<file path="config.mk">
export PLATFORM = sky130hd
export DESIGN_NAME = sap1_prog_loader
export DESIGN_NICKNAME = d
export VERILOG_FILES = /design/src/rtl/sap1_prog_loader.sv
export SDC_FILE = /design/constraint.sdc
export NUM_CORES = 1
export LEC_CHECK = 0
export ABC_CLOCK_PERIOD_IN_PS = 2000
export BUFFER_PORTS_ARGS = -buffer_cell sky130_fd_sc_hd__buf_2
export CELL_PAD_IN_SITES_DETAIL_PLACEMENT = 1
export CELL_PAD_IN_SITES_GLOBAL_PLACEMENT = 2
export CORE_MARGIN = 3
export CORE_UTILIZATION = 23
export CTS_CLUSTER_SIZE = 12
export DETAILED_ROUTE_END_ITERATION = 16
export PLACE_DENSITY_LB_ADDON = 0.15
export RECOVER_POWER = 50
export SLEW_MARGIN = 20
export SYNTH_ARGS = -nofsm -noshare
export SYNTH_HDL_FRONTEND = slang
export SYNTH_SLANG_ARGS = --single-unit
</file>
<file path="constraint.sdc">
create_clock -name clk -period 2 [get_ports clk]
set_input_delay 0.1 -clock clk [delete_from_list [all_inputs] [get_ports clk]]
set_output_delay 0.1 -clock clk [all_outputs]
set_load 0.02 [all_outputs]
</file>
<file path="src/rtl/sap1_prog_loader.sv">
// rtl/sap1_prog_loader.sv - streams a length-prefixed program into SAP-1 memory; LOADER_CHECKSUM_EN adds a trailing checksum byte
module sap1_prog_loader #(
    parameter int ADDR_W = 4
) (
    input  logic              clk,
    input  logic              rst_n,
    input  logic              start,
    input  logic [7:0]        in_data,
    input  logic              in_valid,
    output logic              in_ready,
    output logic              mem_we,
    output logic [ADDR_W-1:0] mem_addr,
    output logic [7:0]        mem_wdata,
    output logic              cpu_hold,
    output logic              done,
    output logic              err
);

    typedef enum logic [2:0] {
        IDLE, COUNT, DATA, WRITE, CSUM, DONE, ERROR
    } state_t;

    localparam logic [8:0]      MAX_N   = 9'(1 << ADDR_W);
    localparam logic [ADDR_W:0] IDX_ONE = (ADDR_W + 1)'(1);

    state_t            state_q;
    logic [ADDR_W:0]   count_q;
    logic [ADDR_W:0]   idx_q;
    logic [ADDR_W:0]   idx_d;
    logic              in_ready_q;
    logic              mem_we_q;
    logic [ADDR_W-1:0] mem_addr_q;
    logic [7:0]        mem_wdata_q;
    logic              cpu_hold_q;
    logic              done_q;
    logic              err_q;
    logic              accept;

    assign accept = in_valid && in_ready_q;
    assign idx_d  = idx_q + IDX_ONE;

`ifdef LOADER_CHECKSUM_EN
    logic [7:0] sum_q;
    logic [7:0] sum_d;
    assign sum_d = sum_q + in_data;
`endif

    always_ff @(posedge clk) begin
        if (!rst_n) begin
            state_q     <= IDLE;
            count_q     <= '0;
            idx_q       <= '0;
            in_ready_q  <= 1'b0;
            mem_we_q    <= 1'b0;
            mem_addr_q  <= '0;
            mem_wdata_q <= 8'h00;
            cpu_hold_q  <= 1'b0;
            done_q      <= 1'b0;
            err_q       <= 1'b0;
`ifdef LOADER_CHECKSUM_EN
            sum_q       <= 8'h00;
`endif
        end else begin
            mem_we_q <= 1'b0;
            case (state_q)
                IDLE, DONE, ERROR: begin
                    if (start) begin
                        state_q    <= COUNT;
                        in_ready_q <= 1'b1;
                        cpu_hold_q <= 1'b1;
                        done_q     <= 1'b0;
                        err_q      <= 1'b0;
                        idx_q      <= '0;
`ifdef LOADER_CHECKSUM_EN
                        sum_q      <= 8'h00;
`endif
                    end
                end
                COUNT: begin
                    if (accept) begin
                        if (in_data == 8'h00 || {1'b0, in_data} > MAX_N) begin
                            state_q    <= ERROR;
                            in_ready_q <= 1'b0;
                            cpu_hold_q <= 1'b0;
                            err_q      <= 1'b1;
                        end else begin
                            state_q <= DATA;
                            count_q <= in_data[ADDR_W:0];
`ifdef LOADER_CHECKSUM_EN
                            sum_q   <= in_data;
`endif
                        end
                    end
                end
                DATA: begin
                    // Strobe is registered here so it is high exactly during WRITE.
                    if (accept) begin
                        state_q     <= WRITE;
                        in_ready_q  <= 1'b0;
                        mem_we_q    <= 1'b1;
                        mem_addr_q  <= idx_q[ADDR_W-1:0];
                        mem_wdata_q <= in_data;
`ifdef LOADER_CHECKSUM_EN
                        sum_q       <= sum_d;
`endif
                    end
                end
                WRITE: begin
                    idx_q <= idx_d;
                    if (idx_d == count_q) begin
`ifdef LOADER_CHECKSUM_EN
                        state_q    <= CSUM;
                        in_ready_q <= 1'b1;
`else
                        state_q    <= DONE;
                        cpu_hold_q <= 1'b0;
                        done_q     <= 1'b1;
`endif
                    end else begin
                        state_q    <= DATA;
                        in_ready_q <= 1'b1;
                    end
                end
                CSUM: begin
`ifdef LOADER_CHECKSUM_EN
                    if (accept) begin
                        in_ready_q <= 1'b0;
                        cpu_hold_q <= 1'b0;
                        if (sum_d == 8'h00) begin
                            state_q <= DONE;
                            done_q  <= 1'b1;
                        end else begin
                            state_q <= ERROR;
                            err_q   <= 1'b1;
                        end
                    end
`else
                    state_q    <= IDLE;
                    in_ready_q <= 1'b0;
                    cpu_hold_q <= 1'b0;
`endif
                end
                default: begin
                    state_q    <= IDLE;
                    in_ready_q <= 1'b0;
                    cpu_hold_q <= 1'b0;
                end
            endcase
        end
    end

    assign in_ready  = in_ready_q;
    assign mem_we    = mem_we_q;
    assign mem_addr  = mem_addr_q;
    assign mem_wdata = mem_wdata_q;
    assign cpu_hold  = cpu_hold_q;
    assign done      = done_q;
    assign err       = err_q;

endmodule

</file>
# After elaboration in Yosys (flattened, before gate mapping)
# Cells that the tools add are included.
# Widths: inputs -> output; s select.
dict set report totals {
  reg_bits 30
  in_bits 12
  out_inout_bits 17
}
dict set report op_classes {
  add_sub_neg 1
  n_lt_le_gt_ge 1
  n_eq_ne 12
  n_mux 23
  n_bitwise 2
  n_reduce_logical 16
}
# operator count
set op_table {}
lappend op_table {{$mux 3} 5}
lappend op_table {{$ne 2x2->1 const B} 6}
lappend op_table {{$pmux 3 s4} 1}
lappend op_table {{$mux 1} 11}
lappend op_table {{$pmux 5 s2} 1}
lappend op_table {{$reduce_and 5->1} 2}
lappend op_table {{$reduce_and 3->1} 3}
lappend op_table {{$gt 8x5->1 const B} 1}
lappend op_table {{$logic_not 8->1} 1}
lappend op_table {{$pmux 1 s4} 2}
lappend op_table {{$eq 3x2->1 const B} 2}
lappend op_table {{$eq 3x3->1 const B} 2}
lappend op_table {{$reduce_and 2->1} 3}
lappend op_table {{$add 5x1->5 const B} 1}
lappend op_table {{$eq 5x5->1} 1}
lappend op_table {{$mux 5} 1}
lappend op_table {{$pmux 1 s2} 2}
lappend op_table {{$reduce_and 4->1} 1}
lappend op_table {{$reduce_bool 2->1} 2}
lappend op_table {{$eq 3x1->1 const B} 1}
lappend op_table {{$logic_not 3->1} 1}
lappend op_table {{$reduce_or 3->1} 1}
lappend op_table {{$not 1->1} 2}
lappend op_table {{$logic_and 1x1->1} 1}
lappend op_table {{$logic_or 1x1->1} 1}

# Longest topological paths before layout
# Gate-level depths: netlist of the first run.
dict set report depth {
  word_depth 5
  depth_mapped 6
  mapped_depth_nobuf 6
}

# Worst setup path after synthesis of the first run
# No wires, ideal clock.
dict set report synth_timing {
  path_type {register to register}
  from {register idx_q[0]}
  to {register cpu_hold_q, in the netlist cpu_hold}
  t_arrival_ps 1599
  required_time_ps 1928
  setup_slack_ps 329
  stages_incl_launch_ff 7
  n_path_buf 0
  synth_period_minus_slack_ps 1671
  path_cell_list {dfxtp_1 -> ha_1 -> xor2_1 -> nor3_1 -> nand4_1 -> a211oi_1 -> mux2i_1}
}
dict set report synth_via {
  elab_chain_cells 4
}
# element line
set synth_lines {}
lappend synth_lines {{start, declared} 28} ;# logic [ADDR_W:0] idx_q;
lappend synth_lines {{start signal, assigned} 109} ;# idx_q <= idx_d;
lappend synth_lines {{$add 5x1->5} 40} ;# assign idx_d = idx_q + IDX_ONE;
lappend synth_lines {{$eq 5x5->1} 110} ;# if (idx_d == count_q) begin
lappend synth_lines {{$ne 2x2->1 (no source line)} --}
lappend synth_lines {{$reduce_and 5->1 (no source line)} --}
lappend synth_lines {{end signal, assigned} 57} ;# cpu_hold_q <= 1'b0;
lappend synth_lines {{end signal, assigned} 70} ;# cpu_hold_q <= 1'b1;
lappend synth_lines {{end signal, assigned} 116} ;# cpu_hold_q <= 1'b0;
lappend synth_lines {{end, declared} 34} ;# logic cpu_hold_q;
# No other way between the ends.
# A chain may end at the register's enable or synchronous reset.

# Worst setup path in the final report of the first run
dict set report layout_timing {
  from {register idx_q[1]}
  to {register in_ready_q, in the netlist in_ready}
}
dict set report layout_via {
  elab_chain_cells 4
}
# element line
set layout_lines {}
lappend layout_lines {{$add 5x1->5} 40}
lappend layout_lines {{$eq 5x5->1} 110}
lappend layout_lines {{$ne 2x2->1 (no source line)} --}
lappend layout_lines {{$reduce_and 5->1 (no source line)} --}
lappend layout_lines {{end signal, assigned} 53} ;# in_ready_q <= 1'b0;
lappend layout_lines {{end signal, assigned} 69} ;# in_ready_q <= 1'b1;
lappend layout_lines {{end signal, assigned} 121} ;# in_ready_q <= 1'b1;
lappend layout_lines {{end, declared} 30} ;# logic in_ready_q;
# No other way between the ends.

==> results of run 1 <==
==> report_power, final <==
| group | switching, mW | internal (mW) |
|---|---|---|
| sequential | 0.0641 | 0.646 |
| combinational | 0.375 | 0.260 |
| clock | 0.247 | 0.531 |
==> layout make-up <==
cell class / instances / share of cell area (%)
Multi-Input combinational cell: 125 / 46.9
Sequential cell: 30 / 31.1
Timing Repair Buffer: 36 / 9.11
Tap cell: 77 / 4.98
Clock buffer: 6 / 4.27
Clock inverter: 2 / 3.10
Inverter: 3 / 0.582
==> worst paths after layout <==
path	end	slack (ns)	cells past startpoint
worst min register to register	cpu_hold	0.48	2
worst max register to register	in_ready	0.12	6
worst max-delay path	in_ready	0.12	6
worst min-delay path	mem_wdata[5]	0.11	3
==> per-layer routing <==
layer  track usage, %  part of all wire [%]  up-vias
li1                 -                     -      658
met1             14.6                    46      645
met2             17.8                    49       24
met3             3.95                   4.3        5
met4             4.81                   1.0        0
met5                0                     0        -
==> layout by cell type, fill, tap and decap left out, drive strengths merged, types with 3 or more instances in the layout <==
cell,instances
a21oi,3
and2,4
buf,18
clkbuf,24
dfxtp,30
inv,3
mux2i,21
nand2,13
nand3,4
nor2,5
nor2b,19
nor3,4
o21a,4
o21ai,11
xnor2,4
xor2,3
==> worst min-delay path, cell delays in order <==
cell	delay, ns
buf_2	0.10
mux2i_1	0.07
nor2b_1	0.09
==> what timing repair did <==
action	in CTS	in global routing
resized for setup	0	3
hold buffers	0	0
endpoints found under the setup margin	0	2
setup buffers	0	1
==> flip-flops by register name, indices dropped and copies added, names as in the netlist <==
signal	flops
mem_addr	4
idx_q	5
state_q	3
mem_wdata	8
cpu_hold	1
err	1
done	1
count_q	5
mem_we	1
in_ready	1
==> metrics by stage <==
step                hold slack [ns]  setup slack (ns)  util (%)  cell area (um2)
floorplan                     0.269             0.329         -             1550
global placement              0.395             0.172      28.1             1820
detailed placement            0.409             0.109      28.1             1820
CTS                           0.101            0.0822      30.4             1960
global route                  0.121           -0.0404      30.0             1940
finish                        0.109             0.121      30.0             1940
==> cells by family (layout without fill, tap and decap cells) <==
group,after synthesis,count (layout)
flip-flops,30,30
multiplexers,21,21
AO/OA/AOI/OAI,33,33
buffers and inverters,11,47
AND/OR/NAND/NOR,62,62
XOR/XNOR,8,8
adder cells (fa/ha/maj),1,1
==> summary.txt, run 1 <==
Run status
  – Run status: finished, final reports clean

Logic synthesis
  – Leading area contributor after synthesis: dfxtp_1
  – Commonest cells post-synth: dfxtp_1, mux2i_1, nor2b_1
  – Share of the synthesized area in the top cell type: 38.6%
  – Number of synthesized register bits: 30
  – Synthesized area per cell: around 9.4 um2
  – Warnings, synthesis: 0
  – Compound-Gate Fraction of Synth Area: between 10% and 20%
  – Largest family of logic cells by synthesized area: simple AND/OR/NAND/NOR gates
  – Async set or reset register ratio after synthesis: 0%
  – Synthesized instance count: approximately 170
  – Count leader, synth: dfxtp_1
  – Synthesized-area fraction occupied by xor and xnor cells: approximately 5.4%
  – Basic-gate share of the synthesized area counting and, or, nand and nor cells: about a quarter
  – Primary FF master, synth: dfxtp_1
  – Cell Area, Synth: roughly 1600 um2
  – Syn Nets: approximately 180
  – Portion of the post-synthesis area used by sequential elements: 38.6%
  – Synth Area in Adders: less than 1%
  – Multiplexer area fraction after synthesis: about 14%
  – Number of enable flip-flop cells after synthesis: 0
  – Netlist cell types: between 40 and 50
  – Top cells by area, synth: dfxtp_1, mux2i_1, nor2b_1

Cells and area
  – Area occupied by multi-input gates: between 900 and 1000 um2
  – Final cell count without fillers: between 200 and 300
  – Fraction of final layout cells with drive strength greater than 1: about 17%
  – # fillers: around 770
  – Area delta synth->final: 24.6%
  – Number of antenna repair diodes: 0
  – Sequential standard cell area: roughly 600 um2
  – Final #Nets: about 210

Global route
  – Pin count of the biggest net entering global routing: 18
  – Overall fraction of global-route tracks in use: approximately 12%
  – First-pass GRT wire length: approximately 6800 um
  – Residual overflow from global routing: 0
  – Number of antenna violations at the first check in global routing: 0
  – Number of global-route vias before repair: approximately 1,300

Placement
  – Number of buffer cells added on primary ports: 28
  – Placer congestion estimate: 0.798
  – Number of placed cells counting well taps: 270
  – Dpl hpwl: around 3100 um

Timing
  – Number of failing setup endpoints in the final timing report: 0
  – Number of max-slew violations in the final report: 0
  – Clock skew after layout: around 0.0026 ns
  – Achievable Freq: 532 MHz
  – Worst slew pin tran: roughly 0.53 ns
  – Final Critical Period: 1.88 ns
  – Setup tns final: 0 ns
  – Slew headroom: between 60% and 70%
  – Total count of hold-check failures in the final report: 0
  – Part of the cycle the worst path needs: around 94%

CTS
  – Sink Count: 30
  – Clock buffer count from CTS: 5
  – CTS HTree Levels: 2
  – Skew-Pair Late Insertion Delay: ~0.28 ns
  – Clock Tree Buf Depth: 2
  – Clock slew at reported path FFs: about 0.070 ns
  – CTS tree: built
  – Clk root buf: clkbuf_8

Power
  – Power Dens Cells: about 1100 nW/um2
  – Pleak: 0.691 nW
  – Worst IR Drop VDD: 622 uV
  – Final Total Pwr: about 2.1 mW

Worst setup path
  – Worst EP required: approximately 2.2 ns
  – Crit Path Class: reg2reg
  – Worst-path maximum fanout: 4
  – Source of the worst register-to-register timing path: idx_q[1]
  – Ordered cell list for the critical path: ha_2, xor2_1, nor3_1, nand4_1, o211ai_1, mux2i_1
  – Category of the worst setup path capture point: flip-flop
  – Critical path launch point type: flip-flop
  – Timing startpoint of the critical path: idx_q[1]
  – Largest delay share family, worst path: simple AND/OR/NAND/NOR gates
  – Critical-path cell with the highest stage delay: dfxtp_1
  – Highest cell delay on the worst timing path: 0.39 ns
  – Arrival time reported for the critical path endpoint: approximately 2.1 ns
  – Buffers plus inverters on the worst setup path: 0

Route
  – Vias/cell: approximately 4.8
  – DR iter-0 viols: 52
  – Wire length per cell: 14.9 um
  – Vias: between 1,000 and 1,500
  – Final WL: between 4000 and 5000 um
  – DRT antenna net count: 0
  – 1st-pass router iterations: 4
  – Post-route DRC violation count: 0

Floorplanning
  – Die area: slightly below 8000 um2
  – Io pins: 29
  – Chip height: about 88 um
  – Horizontal extent of the die: 88.2 um
  – Rows: 29
  – Effective utilization at floorplan: roughly a quarter
  – Placeable core area: 6460 um2

Job
  – Maximum Capacitance Violations: 0

Min path
  – Hold path startpoint: in_data[5]
  – Class of the tightest hold or removal check: in2reg
(Power assumes the default switching activity.)
==> inputs of run 2 (changes only) <==
Settings changed: BUFFER_PORTS_ARGS -buffer_cell sky130_fd_sc_hd__buf_2 to -buffer_cell sky130_fd_sc_hd__buf_4.
==> summary.txt, run 2 (synthesized netlist as in run 1, its figures left out) <==
Route
  – DRT antenna net count: 0
  – 1st-pass router iterations: 5
  – Vias: between 1,000 and 1,500
  – Post-route DRC violation count: 0
  – Wire length per cell: ~15 um
  – Vias/cell: 4.79
  – Final WL: 4180 um
  – DR iter-0 viols: 22

Global route
  – Overall fraction of global-route tracks in use: roughly an eighth
  – Number of global-route vias before repair: 1,358
  – First-pass GRT wire length: roughly 7000 um
  – Number of antenna violations at the first check in global routing: 0
  – Residual overflow from global routing: 0
  – Pin count of the biggest net entering global routing: 31

Worst setup path
  – Critical path launch point type: flip-flop
  – Worst-path maximum fanout: 6
  – Slack of the worst reg-to-reg path: ~0.15 ns
  – Worst Reg2Reg Path Length in Cells: 6
  – Category of the worst setup path capture point: flip-flop
  – Arrival time reported for the critical path endpoint: ~2 ns
  – Crit Path Class: reg2reg
  – Worst EP required: approximately 2.2 ns

Run status
  – Run status: finished, final reports clean

Timing
  – RSZ-0062 raised after global routing: false
  – Slew headroom: 61.9%
  – Achievable Freq: approximately 540 MHz
  – Clock skew after layout: 0.00788 ns
  – Worst slew pin tran: between 0.5 and 0.6 ns
  – Setup tns final: 0 ns
  – Worst Hold Slack: approximately 0.10 ns
  – Number of max-slew violations in the final report: 0
  – Total count of hold-check failures in the final report: 0
  – Number of failing setup endpoints in the final timing report: 0
  – Part of the cycle the worst path needs: between 90% and 100%
  – Final Critical Period: 1.85 ns

Floorplanning
  – Horizontal extent of the die: 88.2 um
  – Placeable core area: 6460 um2
  – Effective utilization at floorplan: between 20% and 30%
  – Io pins: 29
  – Die area: roughly 7800 um2
  – Rows: 29
  – Chip height: ~88 um

Placement
  – Number of buffer cells added on primary ports: 28
  – Dpl hpwl: approximately 3100 um
  – Placer congestion estimate: approximately 0.72

CTS
  – Sink Count: 30
  – Clock slew at reported path FFs: roughly 0.070 ns
  – Clock Tree Buf Depth: 2
  – Post-CTS setup repair buffer count: 0
  – CTS tree: built
  – Hold_buf cts: 0
  – CTS HTree Levels: 2
  – Clk root buf: clkbuf_8
  – Clock buffer count from CTS: 5
  – Skew-Pair Late Insertion Delay: 0.28 ns

Min path
  – Class of the tightest hold or removal check: in2reg
  – Worst hold path stage count: 3

Power
  – Pleak: between 0.6 and 0.7 nW
  – Worst IR Drop VDD: 287 uV
  – Final Total Pwr: between 1.5 and 2 mW
  – Power Dens Cells: ~1000 nW/um2

Job
  – Maximum Capacitance Violations: 0

Cells and area
  – Number of antenna repair diodes: 0
  – Final #Nets: roughly 210
  – Fraction of final layout cells with drive strength greater than 1: between 10% and 20%
  – Area delta synth->final: 23.9%
  – Most frequent standard cell in the layout excluding fill and tap cells: dfxtp_1
  – Leading cell types in the layout, fill and taps excluded: dfxtp_1, mux2i_1, nor2b_1
  – Largest register FFs: 8
-- run 2: path summary, 6_finish.rpt --
check                  start      endpoint
setup / recovery    idx_q[0]      cpu_hold
hold / removal    in_data[5]  mem_wdata[5]
setup reg to reg    idx_q[0]      cpu_hold
hold reg to reg     cpu_hold      cpu_hold
-- run 2: report_power, final --
part	total, mW	switching [mW]	internal, mW
Clock	0.522	0.246	0.276
Sequential	0.726	0.0806	0.646
Combinational	0.635	0.368	0.267
Total	1.88	0.694	1.19
-- run 2: final cells by class --
cell class | count | area, um2
inverters | 3 | 11.3
clock buffers | 6 | 82.6
flip-flops and latches | 30 | 601
fillers | 760 | 4530
clock inverters | 2 | 12.5
repair buffers | 34 | 200
well taps | 77 | 96.3
multi-input cells | 125 | 922
-- run 2: repair_timing --
action	CTS	global route
endpoints found under the setup margin	0	1
endpoints found under the hold margin	0	0
gates resized for setup	0	3
-- run 2: per-stage QoR --
step | setup WS [ns] | cell area (um2) | util, % | std cells
CTS | 0.0876 | 1980 | 30.6 | 277
global placement | 0.189 | 1880 | 29.1 | 269
global route | 0.00531 | 1930 | 29.8 | 277
finish | 0.153 | 1930 | 29.8 | 277
detailed placement | 0.124 | 1880 | 29.1 | 269
floorplan | 0.329 | 1550 | - | 166
-- run 2: critical path: stages, from the launching register on --
cell	delay [ns]
dfxtp_1	0.42
ha_2	0.32
xor2_1	0.14
nor3_1	0.21
nand4_1	0.22
a211oi_2	0.26
mux2i_1	0.20
-- run 2: routing by layer --
layer | track usage (%) | wire [um] | up-vias
li1 | - | - | 655
met1 | 15.2 | 1920 | 638
met2 | 18.6 | 2030 | 28
met3 | 2.82 | 169 | 5
met4 | 4.12 | 57 | 0
met5 | 0 | 0 | -
==> inputs of run 3 (changes only) <==
==> constraint.sdc (replaced) <==
create_clock -name clk -period 2 [get_ports clk]
set_input_delay 0.5 -clock clk [delete_from_list [all_inputs] [get_ports clk]]
set_output_delay 0.5 -clock clk [all_outputs]
set_load 0.02 [all_outputs]
==> summary.txt, run 3 (synthesized netlist as in run 1, its figures left out) <==
Floorplanning
  – Die area: between 7000 and 8000 um2
  – Effective utilization at floorplan: 24.1%
  – Rows: 29
  – Chip height: between 80 and 90 um
  – Io pins: 29
  – Horizontal extent of the die: approximately 88 um
  – Placeable core area: around 6500 um2

Job
  – Maximum Capacitance Violations: 0

Worst setup path
  – Source of the worst register-to-register timing path: idx_q[1]
  – Worst EP required: about 2.2 ns
  – Slack of the worst reg-to-reg path: between 0.15 and 0.2 ns
  – Crit Path Class: reg2reg
  – Worst-path maximum fanout: 4
  – Arrival time reported for the critical path endpoint: roughly 2.1 ns
  – Category of the worst setup path capture point: flip-flop
  – Capturing point of the worst reg2reg path: cpu_hold
  – Critical path launch point type: flip-flop
  – Worst Reg2Reg Path Length in Cells: 6

CTS
  – Post-CTS setup repair buffer count: 0
  – Resized cells post-CTS: 0
  – Sink Count: 30
  – Clock buffer count from CTS: 5
  – CTS tree: built
  – CTS HTree Levels: 2
  – Clock Tree Buf Depth: 2
  – Clk root buf: clkbuf_8
  – Clock slew at reported path FFs: approximately 0.070 ns
  – Hold_buf cts: 0
  – Skew-Pair Late Insertion Delay: roughly 0.28 ns

Route
  – Vias: around 1,300
  – Final WL: ~4300 um
  – DRT antenna net count: 0
  – Wire length per cell: approximately 16 um
  – 1st-pass router iterations: 4
  – Vias/cell: about 4.7
  – Post-route DRC violation count: 0
  – DR iter-0 viols: 23

Timing
  – Worst slew pin tran: roughly 0.46 ns
  – Achievable Freq: between 500 and 600 MHz
  – Number of failing setup endpoints in the final timing report: 0
  – Final Critical Period: about 1.8 ns
  – Total count of hold-check failures in the final report: 0
  – Setup tns final: 0 ns
  – Worst Slack Setup Final: ~0.16 ns
  – Part of the cycle the worst path needs: between 90% and 100%
  – Clock skew after layout: 0.00471 ns
  – Slew headroom: slightly below 70%
  – Number of max-slew violations in the final report: 0
  – RSZ-0062 raised after global routing: false

Placement
  – Dpl hpwl: about 3100 um
  – Number of buffer cells added on primary ports: 28
  – Placer congestion estimate: 0.741
  – Pre-CTS setup slack: -0.0506 ns

Cells and area
  – Final core area utilization: 29.8%
  – Fraction of final layout cells with drive strength greater than 1: between 15 and 20%
  – Final #Nets: 214
  – Number of antenna repair diodes: 0
  – Leading cell types in the layout, fill and taps excluded: dfxtp_1, mux2i_1, nor2b_1
  – Area delta synth->final: 23.8%
  – Most frequent standard cell in the layout excluding fill and tap cells: dfxtp_1
  – Largest register FFs: 8

Global route
  – Pin count of the biggest net entering global routing: 31
  – Number of antenna violations at the first check in global routing: 0
  – First-pass GRT wire length: between 6000 and 7000 um
  – Number of global-route vias before repair: approximately 1,400
  – Overall fraction of global-route tracks in use: a little under an eighth
  – Residual overflow from global routing: 0

Power
  – Worst IR Drop VDD: 384 uV
  – Power Dens Cells: 995 nW/um2
  – Pleak: roughly 0.68 nW

Min path
  – Hold path startpoint: cpu_hold
  – Class of the tightest hold or removal check: reg2reg
  – Worst hold path stage count: 2
  – Worst Hold Endpoint: cpu_hold

Run status
  – Run status: finished, final reports clean
run 3: cell count changes in the layout (fill, tap and decap cells not counted):
| cell | before | now |
|---|---|---|
| nor3_1 | 2 | 3 |
| clkbuf_2 | 0 | 1 |
| buf_4 | 15 | 18 |
| buf_12 | 1 | 0 |
| nor3_2 | 1 | 0 |
| clkbuf_1 | 18 | 17 |
run 3: through the flow:
stage | cells | instance area, um2 | hold WS (ns) | power [mW]
2_1_floorplan | 166 | 1550 | 0.457 | 1.16
3_3_place_gp | 271 | 1900 | 0.448 | 1.38
3_5_place_dp | 271 | 1900 | 0.473 | 1.39
4_1_cts | 279 | 1990 | 0.489 | 1.94
5_1_grt | 279 | 1920 | 0.490 | 2.04
6_report | 279 | 1920 | 0.477 | 1.92
run 3: final cells by class:
cell class                      instances  area, um2
Clock buffer                            6       82.6
Clock inverter                          2       12.5
Fill cell                             777       4530
Inverter                                3       11.3
Multi-Input combinational cell        125        917
Sequential cell                        30        601
Tap cell                               77       96.3
Timing Repair Buffer                   36        204
run 3: layer usage:
layer	up-vias	global-route usage (%)	wire length, um
li1	656	-	-
met1	644	15.1	2060
met2	19	18.8	2090
met3	5	3.29	140
met4	0	3.71	48
met5	-	0	0
run 3: how the worst max path moves through the flow:
| stage | startpoint | end | slack [ns] | cells after the start |
|---|---|---|---|---|
| 3_3_place_gp | in_data[0] | err | 0.005 | 5 |
| 5_1_grt | idx_q[1] | in_ready | 0.003 | 6 |
| 3_5_place_dp | in_data[0] | count_q[3] | -0.05 | 7 |
| 4_1_cts | idx_q[1] | cpu_hold | 0.06 | 6 |
| 2_1_floorplan | in_data[0] | cpu_hold | 0.26 | 5 |
| 6_report | idx_q[1] | cpu_hold | 0.16 | 6 |
run 3: worst max-delay path: stages, from the launching register on:
cell and delay [ns]:
dfxtp_1 0.38, ha_2 0.30, xor2_1 0.14, nor3_1 0.22, nand4_1 0.23, a211oi_2 0.28
mux2i_1 0.21
run 3: where the power goes:
part           internal (mW)  total (mW)  switching, mW
logic                  0.278       0.676          0.398
clock network          0.277       0.537          0.260
registers              0.646       0.702         0.0567
total                   1.20        1.92          0.716
